$ cat src/rtl/prog_pkt_rx_pkg.sv
// Shared constants and state type for the program-packet receiver.
package prog_pkt_pkg;

    localparam logic [7:0] SYNC_BYTE = 8'hA5;
    localparam logic [7:0] CMD_PROG  = 8'h01;
    localparam logic [7:0] CMD_EXIT  = 8'h02;

    typedef enum logic [1:0] {
        IDLE    = 2'd0,
        CMD     = 2'd1,
        PAYLOAD = 2'd2,
        CHECK   = 2'd3
    } prog_rx_state_t;

endpackage

$ cat src/rtl/prog_pkt_rx.sv
// Parses SYNC/CMD/payload/CHK packets from the UART byte stream and commits
// the latest accepted payload to the renderer only at a frame boundary.
module prog_pkt_rx
    import prog_pkt_pkg::*;
#(
    parameter int PROG_PAYLD_PKT_BITS = 48,
    parameter int TIMEOUT_CYCLES      = 1_000_000
) (
    input  logic                           clk_pix,
    input  logic                           rst_pix,
    input  logic [7:0]                     rx_data,
    input  logic                           rx_valid,
    input  logic                           frame_start,
    output logic [PROG_PAYLD_PKT_BITS-1:0] prog_buffer,
    output logic                           is_sym_mode,
    output logic                           pkt_ok,
    output logic                           pkt_err
);

    localparam int N     = PROG_PAYLD_PKT_BITS / 8;
    localparam int IDX_W = (N > 1) ? $clog2(N) : 1;
    localparam int GAP_W = $clog2(TIMEOUT_CYCLES + 1);

    if ((PROG_PAYLD_PKT_BITS % 8) != 0 || PROG_PAYLD_PKT_BITS == 0) begin : g_bad_width
        $error("prog_pkt_rx: PROG_PAYLD_PKT_BITS must be a non-zero multiple of 8");
    end

    prog_rx_state_t                 state_q, state_d;
    logic [IDX_W-1:0]               idx_q, idx_d;
    logic [7:0]                     xor_q, xor_d;
    logic [GAP_W-1:0]               gap_q, gap_d;
    logic                           is_prog_q, is_prog_d;
    logic [PROG_PAYLD_PKT_BITS-1:0] shadow_next_q, shadow_next_d;
    logic [PROG_PAYLD_PKT_BITS-1:0] shadow_q, shadow_d;
    logic                           shadow_mode_q, shadow_mode_d;
    logic                           pending_q, pending_d;
    logic [PROG_PAYLD_PKT_BITS-1:0] prog_buffer_q, prog_buffer_d;
    logic                           is_sym_mode_q, is_sym_mode_d;
    logic                           pkt_ok_q, pkt_ok_d;
    logic                           pkt_err_q, pkt_err_d;
    logic                           accept_s;
    logic                           timeout_s;

    // Packet parser, gap timer, shadow update and frame-boundary commit.
    always_comb begin
        state_d       = state_q;
        idx_d         = idx_q;
        xor_d         = xor_q;
        is_prog_d     = is_prog_q;
        shadow_next_d = shadow_next_q;
        shadow_d      = shadow_q;
        shadow_mode_d = shadow_mode_q;
        pending_d     = pending_q;
        prog_buffer_d = prog_buffer_q;
        is_sym_mode_d = is_sym_mode_q;
        pkt_ok_d      = 1'b0;
        pkt_err_d     = 1'b0;
        accept_s      = 1'b0;

        if (state_q == IDLE || rx_valid) begin
            gap_d = '0;
        end else begin
            gap_d = gap_q + GAP_W'(1);
        end

        // Fires on the TIMEOUT_CYCLES-th consecutive idle cycle inside a packet.
        timeout_s = (state_q != IDLE) && !rx_valid &&
                    (gap_q == GAP_W'(TIMEOUT_CYCLES - 1));

        if (timeout_s) begin
            state_d   = IDLE;
            pkt_err_d = 1'b1;
        end else if (rx_valid) begin
            case (state_q)
                IDLE: begin
                    if (rx_data == SYNC_BYTE) begin
                        state_d = CMD;
                    end else begin
                        state_d = IDLE;
                    end
                end
                CMD: begin
                    if (rx_data == CMD_PROG) begin
                        state_d   = PAYLOAD;
                        idx_d     = '0;
                        xor_d     = CMD_PROG;
                        is_prog_d = 1'b1;
                    end else if (rx_data == CMD_EXIT) begin
                        state_d   = CHECK;
                        xor_d     = CMD_EXIT;
                        is_prog_d = 1'b0;
                    end else begin
                        state_d   = IDLE;
                        pkt_err_d = 1'b1;
                    end
                end
                PAYLOAD: begin
                    shadow_next_d[{idx_q, 3'b000} +: 8] = rx_data;
                    xor_d = xor_q ^ rx_data;
                    idx_d = idx_q + IDX_W'(1);
                    if (idx_q == IDX_W'(N - 1)) begin
                        state_d = CHECK;
                    end else begin
                        state_d = PAYLOAD;
                    end
                end
                CHECK: begin
                    state_d = IDLE;
                    if (rx_data == xor_q) begin
                        accept_s = 1'b1;
                        pkt_ok_d = 1'b1;
                    end else begin
                        pkt_err_d = 1'b1;
                    end
                end
                default: begin
                    state_d = IDLE;
                end
            endcase
        end else begin
            state_d = state_q;
        end

        // Commit reads the pre-edge shadow, so a same-cycle accept waits a frame.
        if (frame_start && pending_q) begin
            if (shadow_mode_q) begin
                prog_buffer_d = shadow_q;
            end else begin
                prog_buffer_d = prog_buffer_q;
            end
            is_sym_mode_d = shadow_mode_q;
            pending_d     = 1'b0;
        end else begin
            is_sym_mode_d = is_sym_mode_q;
        end

        if (accept_s) begin
            if (is_prog_q) begin
                shadow_d = shadow_next_q;
            end else begin
                shadow_d = shadow_q;
            end
            shadow_mode_d = is_prog_q;
            pending_d     = 1'b1;
        end else begin
            shadow_mode_d = shadow_mode_q;
        end
    end

    // State registers with synchronous reset.
    always_ff @(posedge clk_pix) begin
        if (rst_pix) begin
            state_q       <= IDLE;
            idx_q         <= '0;
            xor_q         <= 8'h00;
            gap_q         <= '0;
            is_prog_q     <= 1'b0;
            shadow_next_q <= '0;
            shadow_q      <= '0;
            shadow_mode_q <= 1'b0;
            pending_q     <= 1'b0;
            prog_buffer_q <= '0;
            is_sym_mode_q <= 1'b0;
            pkt_ok_q      <= 1'b0;
            pkt_err_q     <= 1'b0;
        end else begin
            state_q       <= state_d;
            idx_q         <= idx_d;
            xor_q         <= xor_d;
            gap_q         <= gap_d;
            is_prog_q     <= is_prog_d;
            shadow_next_q <= shadow_next_d;
            shadow_q      <= shadow_d;
            shadow_mode_q <= shadow_mode_d;
            pending_q     <= pending_d;
            prog_buffer_q <= prog_buffer_d;
            is_sym_mode_q <= is_sym_mode_d;
            pkt_ok_q      <= pkt_ok_d;
            pkt_err_q     <= pkt_err_d;
        end
    end

    assign prog_buffer = prog_buffer_q;
    assign is_sym_mode = is_sym_mode_q;
    assign pkt_ok      = pkt_ok_q;
    assign pkt_err     = pkt_err_q;

endmodule

$ cat config.mk
export PLATFORM = sky130hd
export DESIGN_NAME = prog_pkt_rx
export DESIGN_NICKNAME = d
export VERILOG_FILES = /design/src/rtl/prog_pkt_rx_pkg.sv /design/src/rtl/prog_pkt_rx.sv
export SDC_FILE = /design/constraint.sdc
export NUM_CORES = 1
export LEC_CHECK = 0
export ABC_AREA = 0
export BUFFER_PORTS_ARGS = -buffer_cell sky130_fd_sc_hd__buf_2
export CAP_MARGIN = 10
export CORE_ASPECT_RATIO = 1.75
export CORE_MARGIN = 8
export CORE_UTILIZATION = 60
export CTS_BUF_LIST = sky130_fd_sc_hd__clkbuf_8 sky130_fd_sc_hd__clkbuf_16
export CTS_CLUSTER_SIZE = 8
export DETAILED_ROUTE_END_ITERATION = 8
export GPL_ROUTABILITY_DRIVEN = 0
export PLACE_DENSITY = 0.8
export SYNTH_ARGS = -nofsm -noshare
export SYNTH_HDL_FRONTEND = slang
export SYNTH_SLANG_ARGS = --single-unit
$ cat constraint.sdc
create_clock -name clk_pix -period 3.87 [get_ports clk_pix]
set_clock_uncertainty 0.15 [all_clocks]
set_input_delay 0.9675 -clock clk_pix [delete_from_list [all_inputs] [get_ports clk_pix]]
set_output_delay 0.9675 -clock clk_pix [all_outputs]
set_load 0.005 [all_outputs]
==> flow_summary.ini, run 1 <==
[synth]
yosysTopAreaCellShare_pct = 48.89
synth_seq_cells = 183
synth.distinct_cells = 48
netlist_area_um2 = 7493
yosysTopAreaCell = dfxtp_1
ys_async_sr_fraction_pct = 0
synth_top_flop_cell = dfxtp_1
yosysWarnings = 0
yosysSeqAreaShare_pct = 48.89
synth_edf_count = 0
synth.area.top_cells = dfxtp_1 49%, nand2_1 12%, mux2i_1 7.7%
synth_cells = 904
syn-num-nets = 927
postSynthAreaPerCell_um2 = 8.289

[hold_path]
hold_class = reg -> reg

[cells_and_area]
diodes = 0
layout-drive-gt1-share_pct = 11.71
fill_cells = 1062
finalNetCount = 949
layout-area-overhead-vs-synth_pct = 12.31
final_common_cell = nand2_1
multi_input_area_um2 = 3502
final_cell_mix = 248 x nand2_1, 183 x dfxtp_1, 111 x a21oi_1
area.sequential_um2 = 3664

[route]
drt-total-wl_mm = 16.36
first_iter_violations = 358
first_pass_iters = 5
vias_per_cell = 5.572
wl_per_cell_um = 14.78
drt.antenna.violating_nets = 0
vias = 6168
drc_errors = 0

[floorplanning]
fp.dieH_um = 163.8
initial_core_util_pct = 60.61
core_um2 = 12360
die-area_um2 = 16460
rows = 54
die_w_um = 100.5
ios = 63

[pwr]
power.density_nw_per_um2 = 435.3
power_mw = 3.663
irDropWorstVdd_uv = 328.3
p_leak_nw = 2.895

[placement]
io_buffers = 62
hpwl_mm = 10.75

[global_routing]
grt_max_degree = 76
grt_use_total_pct = 20.18
grt_pass1_wl_mm = 27.03
antenna_found_initial = 0
gr-total-overflow = 0
grt_pass1_vias = 5894

[cts]
clk-insertion-delay-late_ps = 430
cts_max_path_buffers = 2
cts_sinks = 183
clkTransAtPathRegs_ps = 70
cts_resized = 0
cts_tree = done
post_cts_buffers = 0
root_buffer = clkbuf_16
cts_hold_buf = 0
htree_levels = 4
cts_buffers = 17

[worst_setup_path]
cp-start-kind = flop
critPathKind = reg -> reg
crit_path_end_kind = flop
cp.required_ps = 4030
cp_data_arrival_time_ps = 3000
crit_path_max_fanout = 9

[timing]
worst_pin_slew_ps = 895.4
rsz0062_at_grt = no
period_share_pct = 73.51
slew_violations = 0
setup_viol = 0
fmax_mhz = 351.5
hold_viol = 0
finalSetupTns_ps = 0
relSlewSlack_pct = 40.05
min_period_ps = 2845

[flow_run]
drv_cap = 0

[outcome]
status = finished clean
[worst max-delay path, cell delays in order (launching register included)]
cell and delay [ps]:
dfxtp_1 490, inv_1 190, ha_1 240, ha_1 240, nor3_1 690, nand3_1 410, mux2i_1 240, nor2_1 60
[where the power goes]
part / internal, mW / switching, mW / total [mW]
clock network: 0.863 / 0.821 / 1.68
logic: 0.0214 / 0.0735 / 0.0949
registers: 1.88 / 0.00133 / 1.88
total: 2.77 / 0.896 / 3.66
[cells in the mapped netlist, drive strengths merged, types with 6 or more instances]
| cell type | instances |
|---|---|
| and3 | 6 |
| or4 | 6 |
| nand2 | 248 |
| mux2i | 58 |
| a21oi | 111 |
| nor3 | 9 |
| or3 | 8 |
| inv | 19 |
| ha | 11 |
| xnor2 | 10 |
| nor2 | 28 |
| buf | 17 |
| xor2 | 9 |
| o32ai | 6 |
| o21ai | 13 |
| clkbuf | 48 |
| and2 | 6 |
| nand4 | 20 |
| dfxtp | 183 |
| nand3 | 51 |
[routing by layer]
metal  global-route usage, %  vias to the layer above  wire (um)
li1                        -                     3089          -
met1                   21.16                     2889       6684
met2                   37.23                      153       8624
met3                   4.202                       37        663
met4                   9.273                        0        387
met5                       0                        -          0
[path summary, 6_finish.rpt]
check / startpoint / to / slack [ps] / cells after the start
worst max-delay path: idx_q[0] / shadow_next_q[32] / 1030 / 7
worst min-delay path: gap_q[0] / gap_q[0] / 300 / 1
worst max register to register: idx_q[0] / shadow_next_q[32] / 1030 / 7
worst min register to register: gap_q[0] / gap_q[0] / 300 / 1
[cell type report]
class / instances / share of cell area, %
flip-flops and latches: 183 / 43.53
multi-input cells: 636 / 41.61
clock buffers: 17 / 5.055
repair buffers: 68 / 4.550
well taps: 168 / 2.498
clock inverters: 15 / 1.858
inverters: 20 / 0.8921
[logic make-up after synthesis]
| logic type | share of synthesized area, % |
|---|---|
| AO/OA/AOI/OAI | 10.65 |
| XOR/XNOR | 2.221 |
| adder cells (fa/ha/maj) | 1.837 |
| buffers and inverters | 4.525 |
| flip-flops | 48.89 |
| multiplexers | 7.748 |
| AND/OR/NAND/NOR | 24.13 |
[stage by stage]
step,setup slack (ps),utilization [%],std cells,hold WS [ps],area [um^2]
floorplan,1376,-,904,262.9,7493
global placement,1003,63.36,1075,275.9,7834
detailed placement,930.3,63.36,1075,286.7,7834
CTS,1080,68.06,1107,301.7,8416
global route,843.7,68.06,1107,313.0,8416
finish,1025,68.06,1107,296.7,8416
[sequential cells by signal (all words and copies together) (netlist names), named ones only]
name / cells
gap_q: 20
idx_q: 3
is_prog_q: 1
is_sym_mode: 1
pending_q: 1
pkt_err: 1
pkt_ok: 1
prog_buffer: 48
shadow_mode_q: 1
shadow_next_q: 48
shadow_q: 48
state_q: 1
xor_q: 8
No activity file was read; power rests on OpenSTA's default activity.
==> run 2: changes to the inputs <==
--- a/config.mk
+++ b/config.mk
@@ -10,12 +10,12 @@
 export CAP_MARGIN = 10
 export CORE_ASPECT_RATIO = 1.75
 export CORE_MARGIN = 8
-export CORE_UTILIZATION = 60
+export CORE_UTILIZATION = 53
 export CTS_BUF_LIST = sky130_fd_sc_hd__clkbuf_8 sky130_fd_sc_hd__clkbuf_16
 export CTS_CLUSTER_SIZE = 8
 export DETAILED_ROUTE_END_ITERATION = 8
 export GPL_ROUTABILITY_DRIVEN = 0
-export PLACE_DENSITY = 0.8
+export PLACE_DENSITY = 0.75
 export SYNTH_ARGS = -nofsm -noshare
 export SYNTH_HDL_FRONTEND = slang
 export SYNTH_SLANG_ARGS = --single-unit
==> constraint.sdc (replaced) <==
create_clock -name clk_pix -period 2.5 [get_ports clk_pix]
set_clock_uncertainty 0.15 [all_clocks]
set_input_delay 0.625 -clock clk_pix [delete_from_list [all_inputs] [get_ports clk_pix]]
set_output_delay 0.625 -clock clk_pix [all_outputs]
set_load 0.005 [all_outputs]
==> flow_summary.ini, run 2 (same netlist as run 1, synthesis figures left out) <==
[cts]
clkTransAtPathRegs_ps = 70
cts_max_path_buffers = 2
cts_sinks = 183
cts_hold_buf = 0
cts_buffers = 17
clk-insertion-delay-late_ps = 430
cts_resized = 0
post_cts_buffers = 0
cts_tree = done
htree_levels = 4
root_buffer = clkbuf_16

[cells_and_area]
fill_cells = 1247
design_area_um2 = 8683
finalNetCount = 976
final_common_cell = nand2_1
layout-drive-gt1-share_pct = 14.18
layout-area-overhead-vs-synth_pct = 15.88
diodes = 0
final_cell_mix = 248 x nand2_1, 183 x dfxtp_1, 111 x a21oi_1

[pwr]
switching_power_mw = 1.355
power.share.clock_pct = 46.4
switching_share_pct = 23.52
irDropWorstVdd_uv = 508.7
intPower_mw = 4.406
p_leak_nw = 3.047
pwr-share-comb_pct = 3.0
power_frac_seq_pct = 50.6
power.density_nw_per_um2 = 663.4

[floorplanning]
rows = 57
ios = 63
fp.dieH_um = 173.3
die_w_um = 105.9
core_um2 = 13840
die-area_um2 = 18350
initial_core_util_pct = 54.16

[route]
drc_errors = 0
drt.antenna.violating_nets = 0
first_iter_violations = 270
vias = 6260
first_pass_iters = 5
drt-total-wl_mm = 17.30
vias_per_cell = 5.477
wl_per_cell_um = 15.14

[worst_setup_path]
cp.required_ps = 2660
cp_data_arrival_time_ps = 2440
critPathKind = reg -> reg
crit_path_max_fanout = 8
crit_path_end_kind = flop
cp-start-kind = flop

[global_routing]
grt_max_degree = 56
grt_pass1_wl_mm = 29.10
antenna_found_initial = 0
grt_pass1_vias = 6276
gr-total-overflow = 0
grt_use_total_pct = 19.15

[timing]
finalSetupTns_ps = 0
hold_viol = 0
setup_viol = 0
rsz0062_at_grt = no
fmax_mhz = 438.0
period_share_pct = 91.33
min_period_ps = 2283
relSlewSlack_pct = 56.75
worst_pin_slew_ps = 648.7
slew_violations = 0

[placement]
io_buffers = 62
postPlaceCellArea_um2 = 8085
hpwl_mm = 11.85

[flow_run]
drv_cap = 0

[hold_path]
hold_class = reg -> reg

[outcome]
status = finished clean
run 2: power by group through the flow:
stage	combinational [mW]	sequential, mW	clock, mW
after CTS	0.171	2.92	2.70
final	0.172	2.92	2.67
after global placement	0.166	2.98	0
after detailed placement	0.168	2.98	0
after global routing	0.185	2.92	2.83
after floorplan	0.103	2.98	0
run 2: worst paths after layout:
| kind | end | slack [ps] | from | cells after the start |
|---|---|---|---|---|
| setup / recovery | shadow_next_q[7] | 220 | idx_q[1] | 7 |
| hold / removal | gap_q[0] | 300 | gap_q[0] | 1 |
| setup reg to reg | shadow_next_q[7] | 220 | idx_q[1] | 7 |
| hold reg to reg | gap_q[0] | 300 | gap_q[0] | 1 |
run 2: cell type report:
| cell class | instances | area (um^2) | share of cell area [%] |
|---|---|---|---|
| Multi-Input combinational cell | 636 | 3502 | 40.33 |
| Clock buffer | 18 | 439.2 | 5.058 |
| Clock inverter | 14 | 158.9 | 1.830 |
| Sequential cell | 183 | 3664 | 42.19 |
| Inverter | 20 | 75.07 | 0.8646 |
| Timing Repair Buffer | 95 | 623.1 | 7.176 |
| Tap cell | 177 | 221.5 | 2.550 |
run 2: critical path: stages, from the launching register on:
cell	delay (ps)
dfxtp_1	460
inv_1	100
ha_1	190
ha_1	370
nand4b_1	260
nor2_4	320
mux2i_1	250
nor2_1	50
run 2: through the flow:
stage / utilization [%] / power, mW / instances / hold WS, ps / setup slack [ps]
after floorplan: - / 3.087 / 904 / 262.9 / 94.99
after global placement: 58.44 / 3.151 / 1111 / 278.0 / 157.7
after detailed placement: 58.44 / 3.153 / 1111 / 289.3 / 126.5
after CTS: 62.76 / 5.792 / 1143 / 301.2 / 222.7
after global routing: 62.76 / 5.933 / 1143 / 316.5 / 99.41
final: 62.76 / 5.761 / 1143 / 297.8 / 216.7
run 2: routing by layer:
| metal | part of all wire, % | vias up | track usage [%] |
|---|---|---|---|
| li1 | - | 3149 | - |
| met1 | 39 | 2927 | 19.62 |
| met2 | 53 | 136 | 35.07 |
| met3 | 5.0 | 48 | 4.803 |
| met4 | 3.1 | 0 | 8.791 |
| met5 | 0 | - | 0 |
==> run 3: changes to the inputs <==
--- a/config.mk
+++ b/config.mk
@@ -10,12 +10,13 @@
 export CAP_MARGIN = 10
 export CORE_ASPECT_RATIO = 1.75
 export CORE_MARGIN = 8
-export CORE_UTILIZATION = 53
+export CORE_UTILIZATION = 50
 export CTS_BUF_LIST = sky130_fd_sc_hd__clkbuf_8 sky130_fd_sc_hd__clkbuf_16
 export CTS_CLUSTER_SIZE = 8
 export DETAILED_ROUTE_END_ITERATION = 8
 export GPL_ROUTABILITY_DRIVEN = 0
-export PLACE_DENSITY = 0.75
+export PLACE_DENSITY = 0.71
+export SETUP_SLACK_MARGIN = 0.3
 export SYNTH_ARGS = -nofsm -noshare
 export SYNTH_HDL_FRONTEND = slang
 export SYNTH_SLANG_ARGS = --single-unit
==> flow_summary.ini, run 3 (same netlist as run 1, synthesis figures left out) <==
[cts]
cts_buffers = 17
clkTransAtPathRegs_ps = 70
htree_levels = 4
cts_tree = done
clk-insertion-delay-late_ps = 430
root_buffer = clkbuf_16
cts_max_path_buffers = 2
cts_sinks = 183

[cells_and_area]
finalNetCount = 975
fill_cells = 1377
instances_no_fill = 1147
layout-drive-gt1-share_pct = 14.42
layout-area-overhead-vs-synth_pct = 16.31
diodes = 0
multi_input_area_um2 = 3523
area.sequential_um2 = 3667
final_common_cell = nand2_1
final_cell_mix = 248 x nand2_1, 180 x dfxtp_1, 111 x a21oi_1
design_area_um2 = 8716
final_util_pct = 59.03

[timing]
rsz0062_at_grt = yes
finalSetupTns_ps = 0
setup_viol = 0
min_period_ps = 2080
relSlewSlack_pct = 55.16
hold_viol = 0
fmax_mhz = 480.7
period_share_pct = 83.20
worst_pin_slew_ps = 672.6
setup_ws_ps = 419.9
whs_ps = 297.3
slew_violations = 0

[global_routing]
gr-total-overflow = 0
grt_pass1_wl_mm = 28.63
grt_max_degree = 88
antenna_found_initial = 0
grt_use_total_pct = 18.39
grt_pass1_vias = 5932

[route]
drc_errors = 0
first_iter_violations = 353
wl_per_cell_um = 15.01
vias_per_cell = 5.421
first_pass_iters = 5
drt.antenna.violating_nets = 0
vias = 6218
drt-total-wl_mm = 17.22

[worst_setup_path]
cp_data_arrival_time_ps = 2230
crit_path_max_fanout = 12
cp-start-kind = flop
crit_chain = inv_1, ha_1, ha_1, buf_4, nand3b_1, nand2_1, a21oi_1
cp.required_ps = 2650
crit_path_frequent_cell = ha_1
max_stage_delay_ps = 390
slowest_stage = dfxtp_2
crit_path_end_kind = flop
critPathKind = reg -> reg

[floorplanning]
die-area_um2 = 19310
ios = 63
core_um2 = 14760
rows = 59
initial_core_util_pct = 50.75
die_w_um = 108.5
fp.dieH_um = 177.9

[pwr]
power_mw = 5.861
power.density_nw_per_um2 = 672.4
irDropWorstVdd_uv = 507.6
p_leak_nw = 3.079

[placement]
postPlaceCellArea_um2 = 8078
hpwl_mm = 11.57
dp_slack_ps = 129.5
dp.cells = 1115
io_buffers = 62

[hold_path]
hold_class = reg -> reg

[flow_run]
drv_cap = 0

[outcome]
status = finished clean
run 3: changes by cell type in the layout (fill, tap and decap cells not counted), sizes merged:
cell / before / now
bufinv: 1 / 3
clkinv: 4 / 3
inv: 25 / 26
clkinvlp: 4 / 1
buf: 95 / 94
run 3: critical path: cells and delay by family, from the launching register on:
| kind | cells | cell delay, ps |
|---|---|---|
| AOI/OAI and AO/OA | 1 | 80 |
| and+or+nand+nor | 2 | 520 |
| DFF | 1 | 390 |
| buffers and inverters | 2 | 280 |
| adders and majority gates | 2 | 530 |
run 3: path summary, 6_finish.rpt:
kind	slack, ps	from	endpoint	cells past startpoint
max	420	idx_q[1]	shadow_next_q[40]	7
min	300	shadow_q[23]	prog_buffer[23]	2
max reg2reg	420	idx_q[1]	shadow_next_q[40]	7
min reg2reg	300	shadow_q[23]	prog_buffer[23]	2
run 3: power by group:
part | leakage [nW] | internal [mW] | switching (mW) | total, mW
registers | 1.47 | 2.92 | 0.00224 | 2.92
logic | 1.30 | 0.0489 | 0.122 | 0.171
clock network | 0.301 | 1.61 | 1.16 | 2.77
run 3: layout make-up:
| class | count | share of cell area, % |
|---|---|---|
| flip-flops and latches | 183 | 42.08 |
| multi-input cells | 636 | 40.42 |
| clock buffers | 18 | 5.039 |
| repair buffers | 94 | 7.063 |
| well taps | 183 | 2.627 |
| inverters | 20 | 0.8613 |
| clock inverters | 13 | 1.909 |
run 3: timing repair:
item                                   in CTS  in global routing
buffers inserted                            1                  0
hold buffers                                0                  0
endpoints found under the hold margin       0                  0
resized for setup                           0                  4
pin swaps                                   1                  0
setup endpoints to repair                   8                 38
run 3: routing by layer:
metal  part of all wire (%)  track usage, %  vias to the layer above  wire length [um]
li1                       -               -                     3145                 -
met1                     41           20.18                     2902              7003
met2                     53           32.60                      137              9094
met3                    4.1           4.145                       34               713
met4                    2.4           8.147                        0               405
met5                      0               0                        -                 0
